**src/rtl/multdiv_pkg.sv**
```systemverilog
// multdiv_pkg: FSM encoding, iteration count and operand constants shared by the multiply/divide unit.
package multdiv_pkg;

    localparam logic [1:0] IDLE = 2'd0;
    localparam logic [1:0] MUL  = 2'd1;
    localparam logic [1:0] DIV  = 2'd2;
    localparam logic [1:0] DONE = 2'd3;

    localparam logic [5:0]  ITER_COUNT = 6'd32;
    localparam logic [31:0] INT_MIN    = 32'h8000_0000;
    localparam logic [31:0] NEG_ONE    = 32'hFFFF_FFFF;

    function automatic logic [31:0] magnitude(input logic [31:0] v);
        return v[31] ? -v : v;
    endfunction

endpackage

```
**src/rtl/multdiv_if.sv**
```systemverilog
// multdiv_if: operand, start and result signals between the execute stage and the multiply/divide unit.
interface multdiv_if;

    logic [31:0] data_operandA;
    logic [31:0] data_operandB;
    logic        ctrl_MULT;
    logic        ctrl_DIV;
    logic [31:0] data_result;
    logic        data_exception;
    logic        data_resultRDY;

    modport master (
        output data_operandA, data_operandB, ctrl_MULT, ctrl_DIV,
        input  data_result, data_exception, data_resultRDY
    );

    modport slave (
        input  data_operandA, data_operandB, ctrl_MULT, ctrl_DIV,
        output data_result, data_exception, data_resultRDY
    );

endinterface

```
**src/rtl/multdiv_counter.sv**
```systemverilog
// multdiv_counter: 6-bit loadable down-counter that stops at zero and flags it.
module multdiv_counter (
    input  logic       clock,
    input  logic       reset,
    input  logic       load,
    input  logic [5:0] load_val,
    input  logic       en,
    output logic       zero
);

    logic [5:0] cnt;

    assign zero = cnt == 6'd0;

    always_ff @(posedge clock) begin
        if (reset)
            cnt <= 6'd0;
        else if (load)
            cnt <= load_val;
        else if (en && !zero)
            cnt <= cnt - 6'd1;
    end

endmodule

```
**src/rtl/multdiv.sv**
```systemverilog
// multdiv: sequential signed 32-bit shift-add multiplier and restoring divider, 33-cycle latency.
// Define MULTDIV_DIV_EN to build the divider; without it ctrl_DIV returns an exception one cycle later.
module multdiv
    import multdiv_pkg::*;
(
    input logic      clock,
    input logic      reset,
    multdiv_if.slave bus
);

`ifdef MULTDIV_DIV_EN
    localparam logic [5:0] DIV_ITERS = ITER_COUNT;
`else
    localparam logic [5:0] DIV_ITERS = 6'd0;
`endif

    logic [1:0]  state;
    logic [63:0] acc;
    logic [31:0] mcand;
    logic [31:0] result;
    logic        neg;
    logic        err;
    logic        zero_div;
    logic        exc;
    logic        rdy;
    logic        start;
    logic        iterating;
    logic        cnt_zero;
    logic [32:0] mul_sum;
    logic [63:0] product;
    logic [31:0] final_res;
    logic        final_exc;

    assign start     = bus.ctrl_MULT | bus.ctrl_DIV;
    assign iterating = state == MUL || state == DIV;

    // Both operations run on magnitudes; neg restores the sign at the end.
    assign mul_sum = {1'b0, acc[63:32]} + (acc[0] ? {1'b0, mcand} : 33'd0);
    assign product = neg ? -acc : acc;

`ifdef MULTDIV_DIV_EN
    logic [31:0] divisor;
    logic [32:0] diff;
    logic [63:0] div_next;
    logic [31:0] quotient;

    // Remainder stays below the divisor (at most 2^31), so acc[63] is always clear here.
    assign diff      = {1'b0, acc[62:31]} - {1'b0, divisor};
    assign div_next  = diff[32] ? {acc[62:0], 1'b0} : {diff[31:0], acc[30:0], 1'b1};
    assign quotient  = neg ? -acc[31:0] : acc[31:0];
    assign final_res = zero_div ? 32'd0 : (state == DIV ? quotient : product[31:0]);
`else
    assign final_res = zero_div ? 32'd0 : product[31:0];
`endif

    assign final_exc = err | (state == MUL && product[63:32] != {32{product[31]}});

    multdiv_counter u_cnt (
        .clock    (clock),
        .reset    (reset),
        .load     (start),
        .load_val (bus.ctrl_MULT ? ITER_COUNT : DIV_ITERS),
        .en       (iterating),
        .zero     (cnt_zero)
    );

    always_ff @(posedge clock) begin
        if (reset) begin
            state    <= IDLE;
            acc      <= '0;
            mcand    <= '0;
            neg      <= 1'b0;
            err      <= 1'b0;
            zero_div <= 1'b0;
            result   <= '0;
            exc      <= 1'b0;
            rdy      <= 1'b0;
`ifdef MULTDIV_DIV_EN
            divisor  <= '0;
`endif
        end else begin
            rdy <= 1'b0;
            if (bus.ctrl_MULT) begin
                state    <= MUL;
                mcand    <= magnitude(bus.data_operandA);
                acc      <= {32'd0, magnitude(bus.data_operandB)};
                neg      <= bus.data_operandA[31] ^ bus.data_operandB[31];
                err      <= 1'b0;
                zero_div <= 1'b0;
            end else if (bus.ctrl_DIV) begin
`ifdef MULTDIV_DIV_EN
                state    <= DIV;
                divisor  <= magnitude(bus.data_operandB);
                acc      <= {32'd0, magnitude(bus.data_operandA)};
                neg      <= bus.data_operandA[31] ^ bus.data_operandB[31];
                zero_div <= bus.data_operandB == 32'd0;
                err      <= bus.data_operandB == 32'd0 ||
                            (bus.data_operandA == INT_MIN && bus.data_operandB == NEG_ONE);
`else
                // Zero-length MUL pass with a cleared accumulator: completes next cycle as an error.
                state    <= MUL;
                acc      <= '0;
                neg      <= 1'b0;
                zero_div <= 1'b1;
                err      <= 1'b1;
`endif
            end else if (iterating && cnt_zero) begin
                state  <= DONE;
                rdy    <= 1'b1;
                result <= final_res;
                exc    <= final_exc;
            end else if (state == MUL) begin
                acc <= {mul_sum, acc[31:1]};
`ifdef MULTDIV_DIV_EN
            end else if (state == DIV) begin
                acc <= div_next;
`endif
            end else if (state == DONE) begin
                state <= IDLE;
            end
        end
    end

    assign bus.data_result    = result;
    assign bus.data_exception = exc;
    assign bus.data_resultRDY = rdy;

endmodule

```
**src/flat_wrapper.sv**
```systemverilog
// flat-port wrapper written by rule: the top's interface ports become plain ports
module multdiv_flat import multdiv_pkg::*;
  (clock, reset, bus_data_operandA, bus_data_operandB, bus_ctrl_MULT, bus_ctrl_DIV, bus_data_result, bus_data_exception, bus_data_resultRDY);
  multdiv_if bus_i ();
  input logic clock;
  input logic reset;
  input wire logic [$bits(bus_i.data_operandA)-1:0] bus_data_operandA;
  input wire logic [$bits(bus_i.data_operandB)-1:0] bus_data_operandB;
  input wire logic [$bits(bus_i.ctrl_MULT)-1:0] bus_ctrl_MULT;
  input wire logic [$bits(bus_i.ctrl_DIV)-1:0] bus_ctrl_DIV;
  output wire logic [$bits(bus_i.data_result)-1:0] bus_data_result;
  output wire logic [$bits(bus_i.data_exception)-1:0] bus_data_exception;
  output wire logic [$bits(bus_i.data_resultRDY)-1:0] bus_data_resultRDY;
  assign bus_i.data_operandA = bus_data_operandA;
  assign bus_i.data_operandB = bus_data_operandB;
  assign bus_i.ctrl_MULT = bus_ctrl_MULT;
  assign bus_i.ctrl_DIV = bus_ctrl_DIV;
  assign bus_data_result = bus_i.data_result;
  assign bus_data_exception = bus_i.data_exception;
  assign bus_data_resultRDY = bus_i.data_resultRDY;
  multdiv u_core (.clock(clock), .reset(reset), .bus(bus_i));
endmodule
```
**config.mk**
```make
export PLATFORM = sky130hd
export DESIGN_NAME = multdiv_flat
export DESIGN_NICKNAME = d
export VERILOG_FILES = /design/src/rtl/multdiv_pkg.sv /design/src/rtl/multdiv_if.sv /design/src/rtl/multdiv_counter.sv /design/src/rtl/multdiv.sv /design/src/flat_wrapper.sv
export SDC_FILE = /design/constraint.sdc
export NUM_CORES = 1
export LEC_CHECK = 0
export CORE_ASPECT_RATIO = 0.6
export CORE_MARGIN = 1.5
export CORE_UTILIZATION = 50
export CTS_CLUSTER_SIZE = 10
export DETAILED_ROUTE_END_ITERATION = 6
export PLACE_DENSITY = 0.73
export SYNTH_ARGS = -nofsm -noshare
export SYNTH_HDL_FRONTEND = slang
export SYNTH_HIERARCHICAL = 1
export SYNTH_SLANG_ARGS = --single-unit
export TNS_END_PERCENT = 10
```
**constraint.sdc**
```tcl
create_clock -name clock -period 3.7 [get_ports clock]
set_input_delay 0.37 -clock clock [delete_from_list [all_inputs] [get_ports clock]]
set_output_delay 0.37 -clock clock [all_outputs]
set_load 0.01 [all_outputs]
```
# ---- Word-level counts from Yosys, hierarchy flattened
# Index checks and enable logic that the tools add are counted.
dict set report word_totals {
  ff_bits 140
  input_bits 68
}
dict set report classes {
  add_sub_neg 5
  n_eq_ne 7
  mux 20
  n_bitwise 6
  n_reduce_logical 18
}
# op count
set op_table {}
lappend op_table {{$mux W32} 8}
lappend op_table {{$mux W64} 1}
lappend op_table {{$neg A32 Y32} 2}
lappend op_table {{$neg A64 Y64} 1}
lappend op_table {{$add A32 B32 Y33} 1}
lappend op_table {{$ne A32 B32 Y1} 1}
lappend op_table {{$mux W6} 3}
lappend op_table {{$reduce_and A2 Y1} 4}
lappend op_table {{$logic_not A6 Y1} 1}
lappend op_table {{$mux W2} 3}
lappend op_table {{$reduce_bool A2 Y1} 3}
lappend op_table {{$sub A6 B1 Y6 const B} 1}
lappend op_table {{$mux W1} 5}
lappend op_table {{$eq A2 B2 Y1 const B} 2}
lappend op_table {{$ne A4 B4 Y1 const B} 1}
lappend op_table {{$reduce_bool A4 Y1} 1}
lappend op_table {{$logic_and A1 B1 Y1} 3}
lappend op_table {{$ne A3 B3 Y1 const B} 1}
lappend op_table {{$not A1 Y1} 3}
lappend op_table {{$reduce_and A3 Y1} 1}
lappend op_table {{$reduce_bool A3 Y1} 1}
lappend op_table {{$reduce_or A3 Y1} 1}
lappend op_table {{$eq A2 B1 Y1 const B} 1}
lappend op_table {{$ne A2 B2 Y1 const B} 1}
lappend op_table {{5 further kinds} 6}

# ---- Depth between registers and ports, before layout
dict set report logic_depth {
  word_depth 6
  depth_mapped 14
}

# ---- By module
# Netlist, hierarchy kept.
# module instances cells_per_inst area_per_inst_um2 seq_area_each_um2
set modules_own_cells {}
lappend modules_own_cells {multdiv 1 1261 9751.9 2682.6}
lappend modules_own_cells {multdiv_counter 1 42 371.6 120.1}

# ---- Worst setup path after synthesis
# No wires, ideal clock.
dict set report synth_path {
  kind {flip-flop to flip-flop}
  from {register u_core.acc[0]}
  to {register u_core.acc[63]}
  setup_time_ns 0.134
  arrival_time_ns 3.393
  t_required_ns 3.566
  setup_slack_ns 0.174
  path_stages_with_launch 15
  cell_sequence {dfxtp_1 -> clkbuf_1 -> and2_1 -> ha_1 -> fa_1 -> a21o_1 -> a211oi_1 -> o21a_1 -> o2111ai_1 -> and2_1 -> a221oi_1 -> o31a_1 -> o21ai_0 -> a2111oi_0 -> nor4_1}
}
dict set report synth_via {
  elab_chain_cells 2
}
# element line_no
set synth_rtl {}
lappend synth_rtl {{from (decl)} multdiv.sv:18} ;# logic [63:0] acc;
lappend synth_rtl {{from (signal assigned)} multdiv.sv:86} ;# acc <= {32'd0, magnitude(bus.data_operandB)};
lappend synth_rtl {{from (signal assigned)} multdiv.sv:113} ;# acc <= {mul_sum, acc[31:1]};
lappend synth_rtl {{$mux W32} multdiv.sv:38} ;# assign mul_sum = {1'b0, acc[63:32]} + (acc[0] ? {1'b0, mcand} : 33'd0);
lappend synth_rtl {{$add A32 B32 Y33} multdiv.sv:38}
# No other way between the ends.
# A chain may end at the register's enable or synchronous reset.

# ---- Worst setup path after layout
dict set report layout_path {
  from {register u_core.acc[0]}
  to {register u_core.acc[57]}
}
# Same word-level chain as after synthesis.

==> results_dict.tcl <==
set metrics [dict create \
    cts_tree "built" \
    multi_input_area_um2 6947 \
    r2r_slack_ps 90 \
    synth-async-reset-ratio_pct 0 \
    synth_edf_count 0 \
    dp_hpwl_um 22640 \
    ios 102 \
    fp.dieH_um 113.2 \
    ir_drop_mv 0.3313 \
    layout_min_cycle_time_ps 3611 \
    path_common_cell "buf_4" \
    core_area_um2 19920 \
    synth_top_area_share_pct 27.69 \
    max_stage_delay_ps 460 \
    dp_slack_ps -162.1 \
    fin_crit_sh_pct 97.60 \
    regArea_um2 2804 \
    hold_violations 0 \
    power_leakage_nw 4.733 \
    final_nets 1523 \
    status "complete, no violations" \
    worst_pin_slew_ps 1084 \
    critPathArrivalTime_ps 4000 \
    io_buffers 101 \
    cts_buffers 17 \
    grt-ovfl-total 0 \
    cpMaxStageDelayCell "a2111oi_0" \
    finalMaxSlewViolations 0 \
    hold_buffers 0 \
    grt_start_max_net_pins 102 \
    critPathCaptureType "flip-flop" \
    critical_path.max_fanout 15 \
    die_x_um 186.7 \
    max_cap_viol_count 0 \
    avgSynthCellArea_um2 7.769 \
    layout_commonest_cell "nor2_1" \
    drive_above_1_share_pct 10.01 \
    relSlewSlack_pct 27.71 \
    synth_cell_types 85 \
    netlist_instances 1303 \
    cp.required_ps 4090 \
    dominantRegCellSynth "dfxtp_1" \
    antenna_found_initial 0 \
    worstSkewPairLatency_ps 440 \
    layout_common_cells "nor2_1, nand2_1, dfxtp_1" \
    clkSinkCount 140 \
    drcViolationCount 0 \
    setup_viol 0 \
    synth_area_leaders "dfxtp_1, xnor2_1, nor2_1, a211oi_1, nand2_1" \
    synth_top_area_cell "dfxtp_1" \
    dr_total_vias 10068 \
    detail_route.wirelength_um 30340 \
    clock_path_buffers 2 \
    start_util_pct 50.82 \
    postRouteAntennaNets 0 \
    via_per_inst 5.919 \
    fmax_ghz 0.2769 \
    num_antenna_cells 0 \
    final_area_um2 12340 \
    syn_area_um2 10120 \
    stdcell_count 1701 \
    grt_pass1_vias 8771 \
    hp-class "input pin to flip-flop" \
    clk_pin_slew_worst_paths_ps 60 \
    placed_cell_area_um2 11610 \
    power_density_nw_per_um2 359.7 \
    grt_use_total_pct 28.20 \
    total_power_mw 4.440 \
    htree_levels 4 \
    num_rows 40 \
    startpoint_type "flip-flop" \
    root_buffer "clkbuf_16" \
    fillers 1807 \
    critPathKind "flip-flop to flip-flop" \
    ys_seq_area_share_pct 27.69 \
    routedWlPerCell_um 17.83 \
    dp_cells 1668 \
    fin_skew_ps 8.432 \
    drtIter0Drc 1157 \
    finalWeightedCongestion 0.9639 \
    grt_pass1_wl_um 47350 \
    ys_ff_latch 140 \
    die_area_um2 21140 \
    first_pass_iters 5 \
    rsz0062_at_grt "true" \
    ys_warn_count 6 \
    worstPathCellList "buf_4, and2_1, ha_1, o21ai_0, o21a_1, o2111ai_1, and2_4, a221oi_4, buf_4, buf_4, o21ai_0, nand3_1, a2111oi_0, a211o_1" \
    area_growth_pct 21.94 \
    fin_ws_ps 88.71 \
    fin_util_pct 61.97 \
]
## area by class of cell
cell class	count	area share [%]
clock buffer	18	3.477
clock inverter	14	1.956
inverter	24	0.7298
multi-input combinational	1066	56.27
sequential	140	22.71
tap	273	2.767
timing repair buffer	166	12.08
## power breakdown
group | internal (mW) | switching (mW) | total (mW) | leakage, nW
logic | 0.344 | 0.476 | 0.820 | 3.28
clock network | 1.27 | 0.705 | 1.97 | 0.313
registers | 1.57 | 0.0750 | 1.65 | 1.15
## path summary, 6_finish.rpt
| kind | end | from | depth (start not counted) |
|---|---|---|---|
| worst min register to register | u_core/bus.data_result[14]$_SDFFE_PP0P_ | u_core/bus.data_result[14]$_SDFFE_PP0P_ | 2 |
| worst min-delay path | u_core/acc[3]$_SDFFE_PP0P_ | reset | 2 |
| worst max register to register | u_core/acc[57]$_SDFFE_PP0P_ | u_core/acc[0]$_SDFFE_PP0P_ | 14 |
| worst max-delay path | u_core/acc[57]$_SDFFE_PP0P_ | u_core/acc[0]$_SDFFE_PP0P_ | 14 |
## cell usage after synthesis, drive strengths merged, types with 24 or more instances
cell,instances
a211oi,74
a21oi,67
a22oi,33
and2,36
clkbuf,62
dfxtp,140
ha,39
inv,24
nand2,142
nor2,150
nor3,25
o21ai,87
o31ai,30
or4,25
xnor2,90
xor2,54
## flip-flops by register name, indices dropped and copies added (netlist names)
register                   flops
u_core/neg                     1
u_core/mcand                  32
u_core/bus.data_result        32
u_core/state                   2
u_core/zero_div                1
u_core/bus.data_resultRDY      1
u_core/acc                    64
u_core/u_cnt/cnt               6
u_core/bus.data_exception      1
## metrics by stage
| stage | setup TNS (ps) | hold WS (ps) |
|---|---|---|
| after floorplan | 0 | 434.6 |
| after global placement | -153.7 | 444.6 |
| after detailed placement | -465.8 | 461.2 |
| after CTS | 0 | 173.7 |
| after global routing | -32.69 | 186.1 |
| final | 0 | 185.9 |
## kinds of logic (layout without fill, tap and decap cells)
family	after synthesis	in the layout	share of synthesized area (%)
compound gates	383	383	25.82
xor+xnor	144	144	12.46
fa+ha+maj	40	40	5.018
buf+inv	101	222	4.400
flops	140	140	27.69
mux	8	8	0.8034
other cells	1	5	0.03704
simple gates	486	486	23.78
## layer usage
metal	track usage, %	vias up	wire (um)
met5	0	-	0
met4	6.290	0	283
met3	9.088	18	3545
met2	36.22	475	11360
met1	43.98	4604	15140
li1	-	4971	-
## worst max-delay path, delay by kind of cell, from the launching register on
family / cells / cell delay, ps
adders and majority gates: 1 / 430
buffers and inverters: 3 / 450
DFF: 1 / 320
and+or+nand+nor: 3 / 610
AOI/OAI and AO/OA: 7 / 1750
## timing repair
action,in CTS,in global routing
pin swaps,0,2
buffers inserted,0,1
resized for setup,1,10
setup endpoints to repair,1,5
(Power assumes the default switching activity.)
